## config.mk

```make
export PLATFORM = sky130hd
export DESIGN_NAME = down_capture_ctrl_flat
export DESIGN_NICKNAME = d
export VERILOG_FILES = /design/src/rtl/down_capture_ctrl_if.sv /design/src/rtl/down_capture_ctrl.sv /design/src/flat_wrapper.sv
export SDC_FILE = /design/constraint.sdc
export NUM_CORES = 1
export LEC_CHECK = 0
export CAP_MARGIN = 20
export CORE_UTILIZATION = 45
export DETAILED_ROUTE_END_ITERATION = 6
export PLACE_DENSITY = 0.74
export SETUP_SLACK_MARGIN = 0.5
export SLEW_MARGIN = 20
export SYNTH_ARGS = -nofsm -noshare
export SYNTH_HDL_FRONTEND = slang
export SYNTH_SLANG_ARGS = --single-unit
```

## constraint.sdc

```tcl
create_clock -name clock -period 5.2 [get_ports clock]
set_input_delay 0.78 -clock clock [delete_from_list [all_inputs] [get_ports clock]]
set_output_delay 0.78 -clock clock [all_outputs]
set_load 0.005 [all_outputs]
```

## src/rtl/down_capture_ctrl_if.sv

```systemverilog
// ----------------------------------------------------------------------------
// down_capture_ctrl_if : downsampled word input and frame-buffer write port
// Rev 1.0
// ----------------------------------------------------------------------------
`default_nettype none

interface down_capture_ctrl_if #(
   parameter int ADDR_W = 17
);
   logic              validin;
   logic [7:0]        datain;
   logic              blankingin;
   logic              capture_req;
   logic              abort;
   logic              busy;
   logic              wr_en;
   logic [ADDR_W-1:0] wr_addr;
   logic [7:0]        wr_data;
   logic              frame_done;
   logic              frame_err;

   modport master (
      output validin, datain, blankingin, capture_req, abort,
      input  busy, wr_en, wr_addr, wr_data, frame_done, frame_err
   );

   modport slave (
      input  validin, datain, blankingin, capture_req, abort,
      output busy, wr_en, wr_addr, wr_data, frame_done, frame_err
   );
endinterface

`default_nettype wire

```

## src/rtl/down_capture_ctrl.sv

```systemverilog
// ----------------------------------------------------------------------------
// down_capture_ctrl : captures one whole downsampled frame into a frame buffer
// Rev 1.0
// ----------------------------------------------------------------------------
`default_nettype none

module down_capture_ctrl #(
   parameter int WIDTH  = 320,
   parameter int HEIGHT = 240,
   parameter int ADDR_W = 17
) (
   input  wire logic          clock,
   input  wire logic          reset,
   down_capture_ctrl_if.slave bus
);

   localparam int COL_W = (WIDTH  > 1) ? $clog2(WIDTH)  : 1;
   localparam int ROW_W = (HEIGHT > 1) ? $clog2(HEIGHT) : 1;

   typedef enum logic [2:0] {
      IDLE    = 3'd0,
      ARM     = 3'd1,
      SYNC    = 3'd2,
      CAPTURE = 3'd3,
      DONE    = 3'd4
   } state_t;

   state_t            state_q, state_d;
   logic [COL_W-1:0]  col_q, col_d;
   logic [ROW_W-1:0]  row_q, row_d;
   logic              pend_q, pend_d;
   logic              err_q, err_d;
   logic              wr_en_q, wr_en_d;
   logic [ADDR_W-1:0] wr_addr_q, wr_addr_d;
   logic [7:0]        wr_data_q, wr_data_d;

   logic              w_active;
   logic              w_blank;
   logic              w_last;
   logic              w_take;
   logic [ADDR_W-1:0] w_pix_addr;

   assign w_active   = bus.validin & ~bus.blankingin;
   assign w_blank    = bus.validin &  bus.blankingin;
   assign w_last     = (col_q == COL_W'(WIDTH - 1)) && (row_q == ROW_W'(HEIGHT - 1));
   assign w_pix_addr = ADDR_W'(row_q) * ADDR_W'(WIDTH) + ADDR_W'(col_q);

   always_comb begin
      state_d   = state_q;
      col_d     = col_q;
      row_d     = row_q;
      pend_d    = pend_q;
      err_d     = err_q;
      wr_en_d   = 1'b0;
      wr_addr_d = wr_addr_q;
      wr_data_d = wr_data_q;
      w_take    = 1'b0;

      if (bus.abort) begin
         state_d = IDLE;
         pend_d  = 1'b0;
      end else begin
         case (state_q)
            IDLE: begin
               if (bus.capture_req) begin
                  state_d = ARM;
                  err_d   = 1'b0;
               end
            end
            ARM: begin
               if (w_blank) begin
                  state_d = SYNC;
                  col_d   = '0;
                  row_d   = '0;
                  pend_d  = 1'b0;
               end
            end
            SYNC: begin
               if (w_active) begin
                  state_d = CAPTURE;
                  w_take  = 1'b1;
               end
            end
            CAPTURE: begin
               // pend_q: the final pixel is being written this cycle
               if (pend_q) begin
                  state_d = DONE;
               end else if (w_active) begin
                  w_take = 1'b1;
               end else if (w_blank) begin
                  state_d = IDLE;
                  err_d   = 1'b1;
               end
            end
            DONE: begin
               state_d = IDLE;
               pend_d  = 1'b0;
            end
            default: begin
               state_d = IDLE;
            end
         endcase
      end

      if (w_take) begin
         wr_en_d   = 1'b1;
         wr_addr_d = w_pix_addr;
         wr_data_d = bus.datain;
         if (w_last) begin
            pend_d = 1'b1;
         end else if (col_q == COL_W'(WIDTH - 1)) begin
            col_d = '0;
            row_d = row_q + 1'b1;
         end else begin
            col_d = col_q + 1'b1;
         end
      end
   end

   always_ff @(posedge clock or posedge reset) begin
      if (reset) begin
         state_q   <= IDLE;
         col_q     <= '0;
         row_q     <= '0;
         pend_q    <= 1'b0;
         err_q     <= 1'b0;
         wr_en_q   <= 1'b0;
         wr_addr_q <= '0;
         wr_data_q <= '0;
      end else begin
         state_q   <= state_d;
         col_q     <= col_d;
         row_q     <= row_d;
         pend_q    <= pend_d;
         err_q     <= err_d;
         wr_en_q   <= wr_en_d;
         wr_addr_q <= wr_addr_d;
         wr_data_q <= wr_data_d;
      end
   end

   assign bus.busy       = (state_q != IDLE);
   assign bus.frame_done = (state_q == DONE);
   assign bus.frame_err  = err_q;
   assign bus.wr_en      = wr_en_q;
   assign bus.wr_addr    = wr_addr_q;
   assign bus.wr_data    = wr_data_q;

endmodule

`default_nettype wire

```

## src/flat_wrapper.sv

```systemverilog
// flat-port wrapper written by rule: the top's interface ports become plain ports
module down_capture_ctrl_flat 
#(
   parameter int WIDTH  = 320,
   parameter int HEIGHT = 240,
   parameter int ADDR_W = 17
)
  (clock, reset, bus_validin, bus_datain, bus_blankingin, bus_capture_req, bus_abort, bus_busy, bus_wr_en, bus_wr_addr, bus_wr_data, bus_frame_done, bus_frame_err);
  down_capture_ctrl_if #(.ADDR_W(ADDR_W)) bus_i ();
  input  wire logic clock;
  input  wire logic reset;
  input wire logic [$bits(bus_i.validin)-1:0] bus_validin;
  input wire logic [$bits(bus_i.datain)-1:0] bus_datain;
  input wire logic [$bits(bus_i.blankingin)-1:0] bus_blankingin;
  input wire logic [$bits(bus_i.capture_req)-1:0] bus_capture_req;
  input wire logic [$bits(bus_i.abort)-1:0] bus_abort;
  output wire logic [$bits(bus_i.busy)-1:0] bus_busy;
  output wire logic [$bits(bus_i.wr_en)-1:0] bus_wr_en;
  output wire logic [$bits(bus_i.wr_addr)-1:0] bus_wr_addr;
  output wire logic [$bits(bus_i.wr_data)-1:0] bus_wr_data;
  output wire logic [$bits(bus_i.frame_done)-1:0] bus_frame_done;
  output wire logic [$bits(bus_i.frame_err)-1:0] bus_frame_err;
  assign bus_i.validin = bus_validin;
  assign bus_i.datain = bus_datain;
  assign bus_i.blankingin = bus_blankingin;
  assign bus_i.capture_req = bus_capture_req;
  assign bus_i.abort = bus_abort;
  assign bus_busy = bus_i.busy;
  assign bus_wr_en = bus_i.wr_en;
  assign bus_wr_addr = bus_i.wr_addr;
  assign bus_wr_data = bus_i.wr_data;
  assign bus_frame_done = bus_i.frame_done;
  assign bus_frame_err = bus_i.frame_err;
  down_capture_ctrl #(.WIDTH(WIDTH), .HEIGHT(HEIGHT), .ADDR_W(ADDR_W)) u_core (.clock(clock), .reset(reset), .bus(bus_i));
endmodule
```

**Word-level counts from Yosys, hierarchy flattened**

Index checks and enable logic that the tools add are counted.

- Bits in registers: 48
- Input bits: 14
- Output and inout port bits: 29

- Add/sub/neg operators: 3
- Multipliers: 1
- Eq/ne operators: 15
- Mux-type cells: 35
- Bitwise gates (word level): 4
- Reduce and logical (&&, ||, !) cells: 6

Operators by type and width:

| kind | count |
|---|---|
| $mux 9 | 6 |
| $mux 8 | 6 |
| $mux 3 | 7 |
| $add 17x9->17 | 1 |
| $mux 1 | 12 |
| $pmux 3 s4 | 1 |
| $mul 8x3->11 const B | 1 |
| $add 9x1->9 const B | 1 |
| $eq 9x9->1 const B | 1 |
| $add 8x1->8 const B | 1 |
| $eq 8x8->1 const B | 1 |
| $eq 3x2->1 const B | 2 |
| $ne 2x2->1 const B | 3 |
| $ne 3x2->1 const B | 2 |
| $pmux 1 s2 | 3 |
| $reduce_and 6->1 | 1 |
| $reduce_and 5->1 | 1 |
| $ne 4x2->1 const B | 1 |
| $ne 4x3->1 const B | 1 |
| $eq 3x1->1 const B | 1 |
| $eq 3x3->1 const B | 1 |
| $logic_not 3->1 | 1 |
| $ne 3x3->1 const B | 1 |
| $reduce_bool 3->1 | 1 |
| 5 further kinds | 7 |

**Depth between registers and ports, before layout**

Gate-level depths: netlist (run 1).

- Depth after elaboration: 7
- Depth in mapped cells: 8
- Gate-level depth less buffers: 8

**Worst setup path before layout (run 1)**

No wires, ideal clock.

- Path kind: reg2reg
- Start point: reg u_core.row_q[1]
- End point: reg u_core.wr_addr_q[15], in the netlist u_core.bus.wr_addr[15]
- Setup time: 0.082 ns
- Arrival time: 2.895 ns
- Setup slack: 2.223 ns
- Stages on the path, launching flop included: 9
- Path buffers: 0
- Period minus slack after synthesis: 2.977 ns
- Cell sequence: dfrtp_1 ha_1 ha_1 fa_1 o211a_1 o21ai_1 or4b_4 or4_1 a31oi_1

- Cells in the longest elaborated chain, start to end: 2

RTL lines:

| item | line | source |
|---|---|---|
| start, declared | down_capture_ctrl.sv:30 | `logic [ROW_W-1:0] row_q, row_d;` |
| start signal, assigned | down_capture_ctrl.sv:133 | `row_q <= row_d;` |
| $mul 8x3->11 | down_capture_ctrl.sv:46 | `assign w_pix_addr = ADDR_W'(row_q) * ADDR_W'(WIDTH) + ADDR_W'(col_q);` |
| $add 17x9->17 | down_capture_ctrl.sv:46 |  |
| end signal, assigned | down_capture_ctrl.sv:137 | `wr_addr_q <= wr_addr_d;` |
| end, declared | down_capture_ctrl.sv:34 | `logic [ADDR_W-1:0] wr_addr_q, wr_addr_d;` |

Every way passes these cells.
A chain may end at the register's enable or synchronous reset.

**Worst setup path after layout (run 1)**

Same ends and word-level chain as after synthesis.

==> results of run 1 <==
-- sequential cells by signal (all words and copies together) (netlist names) --
name                  count
u_core.bus.wr_en          1
u_core.bus.wr_addr       17
u_core.col_q              9
u_core.pend_q             1
u_core.bus.wr_data        8
u_core.state_q            3
u_core.bus.frame_err      1
u_core.row_q              8
-- worst paths after layout --
path	endpoint	slack, ns	cells past startpoint
min in group asynchronous	u_core.state_q[1]$_DFFE_PP0P_	0.93	2
worst min register to register	u_core.bus.wr_addr[3]$_DFFE_PP0P_	0.48	2
worst max register to register	u_core.bus.wr_addr[15]$_DFFE_PP0P_	2.09	8
worst max-delay path	u_core.bus.wr_addr[15]$_DFFE_PP0P_	2.09	8
worst min-delay path	u_core.bus.wr_addr[3]$_DFFE_PP0P_	0.48	2
max in group asynchronous	u_core.col_q[0]$_DFF_PP0_	3.79	2
-- worst max-delay path: stages, from the launching register on --
cell and delay [ns]:
sky130_fd_sc_hd__dfrtp_1 0.45, sky130_fd_sc_hd__ha_1 0.32, sky130_fd_sc_hd__ha_1 0.25, sky130_fd_sc_hd__fa_1 0.55, sky130_fd_sc_hd__o211a_1 0.15, sky130_fd_sc_hd__o21ai_1 0.08, sky130_fd_sc_hd__or4b_4 0.56, sky130_fd_sc_hd__or4_1 0.51
sky130_fd_sc_hd__a31oi_1 0.16
-- routing by layer --
| metal | vias up | wire length (µm) | part of all wire (%) |
|---|---|---|---|
| met5 | - | 0 | 0 |
| met4 | 0 | 65 | 1.1 |
| met3 | 6 | 165 | 2.9 |
| met2 | 35 | 2690 | 47 |
| met1 | 1110 | 2810 | 49 |
| li1 | 1144 | - | - |
-- kinds of logic after synthesis --
kind of cell | Yosys count | synth area share [%]
flip-flops | 48 | 44.1
AND/OR/NAND/NOR | 127 | 22.5
buffers and inverters | 20 | 3.03
AO/OA/AOI/OAI | 68 | 16.2
XOR/XNOR | 13 | 4.18
multiplexers | 2 | 0.781
adder cells (fa/ha/maj) | 19 | 9.27
-- stage by stage --
step / power [mW] / worst slack (ns)
3_3_place_gp: 0.491 / 2.04
4_1_cts: 0.820 / 2.08
5_1_grt: 0.847 / 1.94
3_5_place_dp: 0.494 / 1.99
6_report: 0.810 / 2.09
2_1_floorplan: 0.442 / 2.22
-- layout make-up --
class,instances,area [µm²],area share [%]
well taps,72,90.1,2.70
clock buffers,5,68.8,2.06
clock inverters,3,68.8,2.06
inverters,9,35.0,1.05
multi-input cells,229,1440,43.2
repair buffers,43,428,12.8
flip-flops and latches,48,1200,36.0
-- cell usage after synthesis (3+ instances only) --
library cell and number:
sky130_fd_sc_hd__or4_1 3, sky130_fd_sc_hd__a21oi_1 9, sky130_fd_sc_hd__nor3_1 3, sky130_fd_sc_hd__o21ai_0 25
sky130_fd_sc_hd__buf_2 3, sky130_fd_sc_hd__a311oi_1 3, sky130_fd_sc_hd__nand2_1 64, sky130_fd_sc_hd__a31oi_1 5
sky130_fd_sc_hd__nor2_1 17, sky130_fd_sc_hd__xor2_1 12, sky130_fd_sc_hd__or3_1 4, sky130_fd_sc_hd__inv_1 8
sky130_fd_sc_hd__nand4_1 5, sky130_fd_sc_hd__dfrtp_1 48, sky130_fd_sc_hd__o31ai_1 3, sky130_fd_sc_hd__nand3_1 12
sky130_fd_sc_hd__nor3b_1 3, sky130_fd_sc_hd__ha_1 17, sky130_fd_sc_hd__clkbuf_1 6
-- where the power goes --
part	switching, mW	leakage (nW)	total [mW]	internal (mW)
clock network	0.131	0.0687	0.325	0.194
registers	0.0144	0.662	0.406	0.391
logic	0.0321	0.855	0.0793	0.0473
total	0.178	1.59	0.810	0.632
-- cells in the final DEF (no fill, tap or decap), types with 3 or more instances in the layout --
| cell type | instances |
|---|---|
| sky130_fd_sc_hd__a21oi_1 | 9 |
| sky130_fd_sc_hd__a311oi_1 | 3 |
| sky130_fd_sc_hd__a31oi_1 | 5 |
| sky130_fd_sc_hd__clkbuf_8 | 5 |
| sky130_fd_sc_hd__clkdlybuf4s50_1 | 42 |
| sky130_fd_sc_hd__dfrtp_1 | 48 |
| sky130_fd_sc_hd__ha_1 | 17 |
| sky130_fd_sc_hd__inv_1 | 7 |
| sky130_fd_sc_hd__nand2_1 | 64 |
| sky130_fd_sc_hd__nand3_1 | 12 |
| sky130_fd_sc_hd__nand4_1 | 5 |
| sky130_fd_sc_hd__nor2_1 | 17 |
| sky130_fd_sc_hd__nor3_1 | 3 |
| sky130_fd_sc_hd__nor3b_1 | 3 |
| sky130_fd_sc_hd__o21ai_0 | 25 |
| sky130_fd_sc_hd__o31ai_1 | 3 |
| sky130_fd_sc_hd__or3_1 | 4 |
| sky130_fd_sc_hd__or4_1 | 3 |
| sky130_fd_sc_hd__xor2_1 | 12 |
==> results.txt, run 1 <==
The flow ran to the end, and the final reports show no timing, DRC or antenna violations. Summed over its instances, the top area cell type makes up 44.1% of the synthesized netlist area. The peak supply drop came out at 0.149 mV. The floorplan step set the die width to 79.8 µm. In this run the vertical extent of the chip is 79.8 µm. Tracing the worst setup path back leads to its startpoint at u_core.row_q[1]$_DFF_PP0_. When the netlist entered floorplanning its net count stood at 330.

Power spread over the standard cell area amounts to 243 nW/µm². In the post-synthesis netlist, the biggest area contributors are sky130_fd_sc_hd__dfrtp_1 (44%), sky130_fd_sc_hd__nand2_1 (8.8%), sky130_fd_sc_hd__ha_1 (7.8%). The number of buffers on the longest clock path came out at 2. The met2 track demand over resource in global routing is 33.0%. After global routing, the most crowded layer is met2. The layout overhead on the synthesized area is 22.3%. The instance area at placement came out at 3190 µm².

The post-layout minimum cycle time is 3.11 ns. Across the run, the number of max-cap violations was 0. The number of top-level pins came out at 43. The buffers inserted during post-CTS setup optimization is 0. The final count of negative-setup-slack endpoints is 0. For this design, the CTS-stage hold fixing added 0 buffers. The met1 capacity usage during global routing is 27.4%.

The final net count came out at 369. The placer's final routability congestion estimate came out at 0.842. The sum of negative setup slack is 0 ns. The number of global-route vias before repair is 2204. The initial antenna violation count was 0. The H-tree was split into 2 levels. STA classifies the critical path startpoint as a register.

The worst clock skew is 0.00726 ns. The signal arrival time at the worst endpoint came out at 3.34 ns. The count of pins over their slew limit came to 0.

The distinct cell type count after synthesis came out at 56. The global-route usage over all layers came out at 20.2%. The mapped netlist covers 2730 µm². Counting flops with an async set or reset pin after synthesis yields a share of 100%. The length of the first detailed-routing pass in iterations came out at 6.

The slew at the pin closest to its max-slew limit came out at 0.915 ns. Buffers inserted during clock tree synthesis total 5. The start point of the worst min-delay path is u_core.bus.wr_addr[3]$_DFFE_PP0P_. Counting every instance in the synthesized netlist gives 297. Sequential elements use 44.1% of the synthesized area. Timing would allow up to 321 MHz. The most used flip-flop cell after synthesis is sky130_fd_sc_hd__dfrtp_1.

In this run the standard cell core region covers 5680 µm². TritonCTS built the clock tree. The area of all placed cells without fillers came out at 3330 µm². The number of instances in the placed design came out at 401. The total overflow left after global routing is 0. For this run, design rule violations remaining after detail routing come to 0. Once detail routing completed, the nets flagged for antenna violations numbered 0.

The layout filler cell count came out at 483. The starting utilization of the core area is 48.0%. In this run the static leakage power is 1.59 nW. Global routing used 3.20% of the available met3 tracks. A synthesized cell averages 9.18 µm². 0 antenna diodes ended up in the layout.

The post-route worst hold slack came out at 0.480 ns. sky130_fd_sc_hd__dfrtp_1 takes more of the synthesized area than any other cell. The relative slew slack is 38.4%. The ratio of cells with drive above 1 in the final layout is 5.64%. The required arrival time at the worst endpoint is 5.43 ns. The maximum number of pins on one net before global-route repair came out at 49. In this run, synthesis produced a sequential element count of 48. Setup repair after global routing left no endpoint under its margin. Of the available clock period, the critical path in the final layout requires 59.8%. The die area came out at 6370 µm². After floorplanning, the core was divided into 27 placement rows.

The post-CTS resize count came out at 0. The number of synthesized flops with an enable pin is 0. The detailed-placement wirelength estimate is 4000 µm. The count of buffers from port buffering is 42.

The kind of end point of the critical path is a register. The final instance count without filler cells came out at 409. For the worst-skew pair, the clock arrives at the later sink with an insertion delay of 0.31 ns. The count of warnings emitted by yosys came out at 0.

The first-pass GRT wire length came out at 10100 µm. The type of the worst setup path is reg2reg. The tree is rooted in a sky130_fd_sc_hd__clkbuf_8. The final core utilization is 58.7%. The clock edge transition at the registers on the reported setup and hold paths is 0.09 ns. The via count of the routed design came out at 2295.

The class of the most critical hold timing path is reg2reg. The startpoint identified for the worst register-to-register timing path is u_core.row_q[1]$_DFF_PP0_. The starting DRC count in detailed routing came out at 106.

The number of hold violations in the final report is 0. The worst-path maximum fanout came out at 6. The number of vias per cell after detailed routing came out at 5.61. Wires add up to 5730 µm.

The clock sink count came out at 48. The wire length per cell came out at 14.0 µm.
(Power assumes the default switching activity.)
==> run 2, diff against run 1 <==
Clock period 5.2 ns to 3 ns, I/O delays scaled along.
==> results.txt, run 2 (synthesized netlist as in run 1, its figures left out) <==
The total clock buffers created by CTS is 5 (unchanged). The detailed-placement wirelength estimate came out at 4250 µm (+6.2%). The post-cts hold buffer count is 0 (unchanged). The final wirelength is 6160 µm (+7.4%). The cell depth of the worst flop-to-flop path is 8 (unchanged). The placer's final routability congestion estimate was 0.887 (+5.5%). The area of the placeable core came to 5680 µm² (unchanged).

The tree is rooted in a sky130_fd_sc_hd__clkbuf_8. The post-layout minimum cycle time was 2.77 ns (-0.340 ns). The source-to-sink clock delay at the later pin of the worst-skew pair was 0.30 ns (about the same). The cell internal power dissipation came out at 0.945 mW (+49%). The final count of negative-setup-slack endpoints came to 0 (unchanged). The layout overhead on the synthesized area came out at 31.0%. The top achievable clock speed came out at 361 MHz (+12%).

The peak supply drop is 0.229 mV (+54%). The initial antenna violation count is 0 (unchanged). The number of buffers on the longest clock path came out at 2 (unchanged). The register area is 1200 µm² (+0.21%).

The fraction of power consumed by sequential logic is 56.8% (+6.7 points). The static power due to leakage came out at 1.62 nW (+2.5%). The cell row count came to 27 (unchanged). The number of global-route vias before repair came out at 2329 (+5.7%).

The signal arrival time at the worst endpoint was 2.99 ns (-0.35 ns). The starting DRC count in detailed routing came out at 140 (+32%). The first-pass GRT wire length is 10400 µm (+2.7%). The length of the first detailed-routing pass in iterations came out at 4 (-2). The multi-input gate area in the final layout is 1610 µm² (+12%). The final core utilization is 62.9% (+4.2 points). The final net count is 384 (+4.1%). TritonCTS built the clock tree. The number of vias per cell after detailed routing is 5.54 (-1.3%). The type of the worst setup path is reg2reg. The top cell types in the final layout, fill and taps aside, are sky130_fd_sc_hd__nand2_1 (64), sky130_fd_sc_hd__dfrtp_1 (46), sky130_fd_sc_hd__clkdlybuf4s50_1 (42). The total power is 1.24 mW (+53%). The post-route fraction of the period consumed by the critical path is 92.4% (+33 points). The maximum number of pins on one net before global-route repair is 40 (-18%).

The area of all placed cells without fillers is 3570 µm² (+7.1%). Setup repair after global routing could not meet its margin everywhere. The number of top-level pins came out at 43 (unchanged).

The worst-path maximum fanout is 5 (-1). The instance area at placement came out at 3270 µm² (+2.3%). The flop-to-flop setup slack came out at 0.23 ns (-1.86 ns). The clock edge transition at the registers on the reported setup and hold paths is 0.09 ns (about the same).

The switching share of total power came out at 23.5% (+1.6 points). The count of pins over their slew limit came out at 0 (unchanged). The number of antenna-violating nets in the routed design is 0 (unchanged).

The class of the most critical hold timing path is in2async. The required arrival time at the worst endpoint is 3.22 ns (-2.21 ns). The worst clock skew came out at 0.00958 ns (+0.00232 ns). The remaining routing DRC violations came out at 0 (unchanged).

The flip-flop count of the largest register, all copies and words added was 17 (unchanged). The global-route usage over all layers is 20.8% (+0.61 points). The sum of negative setup slack came out at 0 ns (unchanged).

STA classifies the critical path startpoint as a register. The total inserted antenna cells is 0 (unchanged). In this run the critical register-to-register path is captured at u_core.bus.wr_addr[15]$_DFFE_PP0P_. The number of H-tree branching levels is 2 (unchanged). The via count of the routed design is 2342 (+2.0%). The clock sink count is 48 (unchanged). The areal power density over the cells was 346 nW/µm² (+42%). The count of buffers from port buffering came out at 42 (unchanged). The horizontal die dimension came out at 79.8 µm (unchanged). The relative contribution of combinational cells to total power was 11.2% (+1.4 points). The number of hold violations in the final report is 0 (unchanged). The total overflow reported by the global router was 0 (unchanged). The die area is 6370 µm² (unchanged). The layout filler cell count came out at 469 (-2.9%).

The relative slew slack came out at 48.2% (+9.7 points). The count of max-cap constraint violations came out at 0 (unchanged). The proportion of power drawn by the clock network is 32.0% (-8.1 points). The library cell used most frequently in the layout, excluding fill and tap cells, is sky130_fd_sc_hd__nand2_1. The wire length per cell came out at 14.6 µm (+3.8%). STA classifies the critical path endpoint as a register. The ratio of cells with drive above 1 in the final layout came to 15.1% (+9.5 points).

The starting utilization of the core area is 48.0% (unchanged). In this run the critical register-to-register path is launched from u_core.row_q[2]$_DFF_PP0_. The net switching power came out at 0.291 mW (+63%). The flow ran to the end, and the final reports show no timing, DRC or antenna violations.

The slew at the pin closest to its max-slew limit is 0.770 ns (-0.145 ns). The vertical extent of the die was 79.8 µm (unchanged).
-- run 2: cell count changes in the layout (fill, tap and decap cells not counted), moves of 2 or more --
cell | before | now
sky130_fd_sc_hd__ha_1 | 17 | 9
sky130_fd_sc_hd__o21ai_2 | 0 | 2
sky130_fd_sc_hd__bufinv_16 | 2 | 0
sky130_fd_sc_hd__dfrtp_2 | 0 | 2
sky130_fd_sc_hd__o21ai_0 | 25 | 23
sky130_fd_sc_hd__ha_4 | 0 | 8
sky130_fd_sc_hd__buf_4 | 1 | 15
sky130_fd_sc_hd__dfrtp_1 | 48 | 46
-- run 2: through the flow --
step                      worst slack (ns)  hold slack, ns  std cells
final                                0.229           0.476        423
after global routing                 0.166           0.509        423
after CTS                            0.213           0.486        422
after detailed placement            0.0700           0.464        408
after global placement               0.146           0.457        408
after floorplan                      0.187           0.470        297
-- run 2: area by class of cell --
| cell class | instances | share of cell area, % |
|---|---|---|
| repair buffers | 58 | 15.2 |
| clock buffers | 6 | 2.31 |
| inverters | 9 | 0.946 |
| flip-flops and latches | 48 | 33.7 |
| well taps | 72 | 2.52 |
| multi-input cells | 229 | 45.0 |
| clock inverters | 1 | 0.245 |
-- run 2: timing repair --
action                                  CTS  global route
endpoints found under the hold margin     0             0
resized for setup                        12             9
pin swaps                                 5            11
buffers inserted                          7             1
endpoints found under the setup margin    4             6
-- run 2: how the worst max path moves through the flow --
stage | start | endpoint | slack [ns]
floorplan | u_core.row_q[3]$_DFF_PP0_ | u_core.bus.wr_addr[15]$_DFFE_PP0P_ | 0.19
global placement | u_core.row_q[1]$_DFF_PP0_ | u_core.bus.wr_addr[15]$_DFFE_PP0P_ | 0.15
detailed placement | u_core.row_q[1]$_DFF_PP0_ | u_core.bus.wr_addr[15]$_DFFE_PP0P_ | 0.07
CTS | u_core.row_q[3]$_DFF_PP0_ | u_core.bus.wr_addr[15]$_DFFE_PP0P_ | 0.21
global route | u_core.row_q[2]$_DFF_PP0_ | u_core.bus.wr_addr[15]$_DFFE_PP0P_ | 0.17
finish | u_core.row_q[2]$_DFF_PP0_ | u_core.bus.wr_addr[15]$_DFFE_PP0P_ | 0.23
-- run 2: power groups by stage --
stage	clock (mW)	combinational [mW]	sequential [mW]
final	0.395	0.139	0.702
after global routing	0.433	0.156	0.707
after CTS	0.402	0.141	0.702
after detailed placement	0	0.140	0.715
after global placement	0	0.138	0.714
after floorplan	0	0.0544	0.712
-- run 2: routing by layer --
layer  track usage (%)  part of all wire, %
met5                 0                    0
met4              4.29                 0.47
met3              3.77                  4.3
met2              37.9                   50
met1              25.3                   46
-- run 2: critical path, cell delays in order, from the launching register on --
cell                      delay (ns)
sky130_fd_sc_hd__dfrtp_2        0.48
sky130_fd_sc_hd__ha_4           0.20
sky130_fd_sc_hd__ha_4           0.16
sky130_fd_sc_hd__fa_2           0.53
sky130_fd_sc_hd__o211a_1        0.16
sky130_fd_sc_hd__o21ai_2        0.06
sky130_fd_sc_hd__or4b_4         0.54
sky130_fd_sc_hd__or4_1          0.41
sky130_fd_sc_hd__a31oi_1        0.15
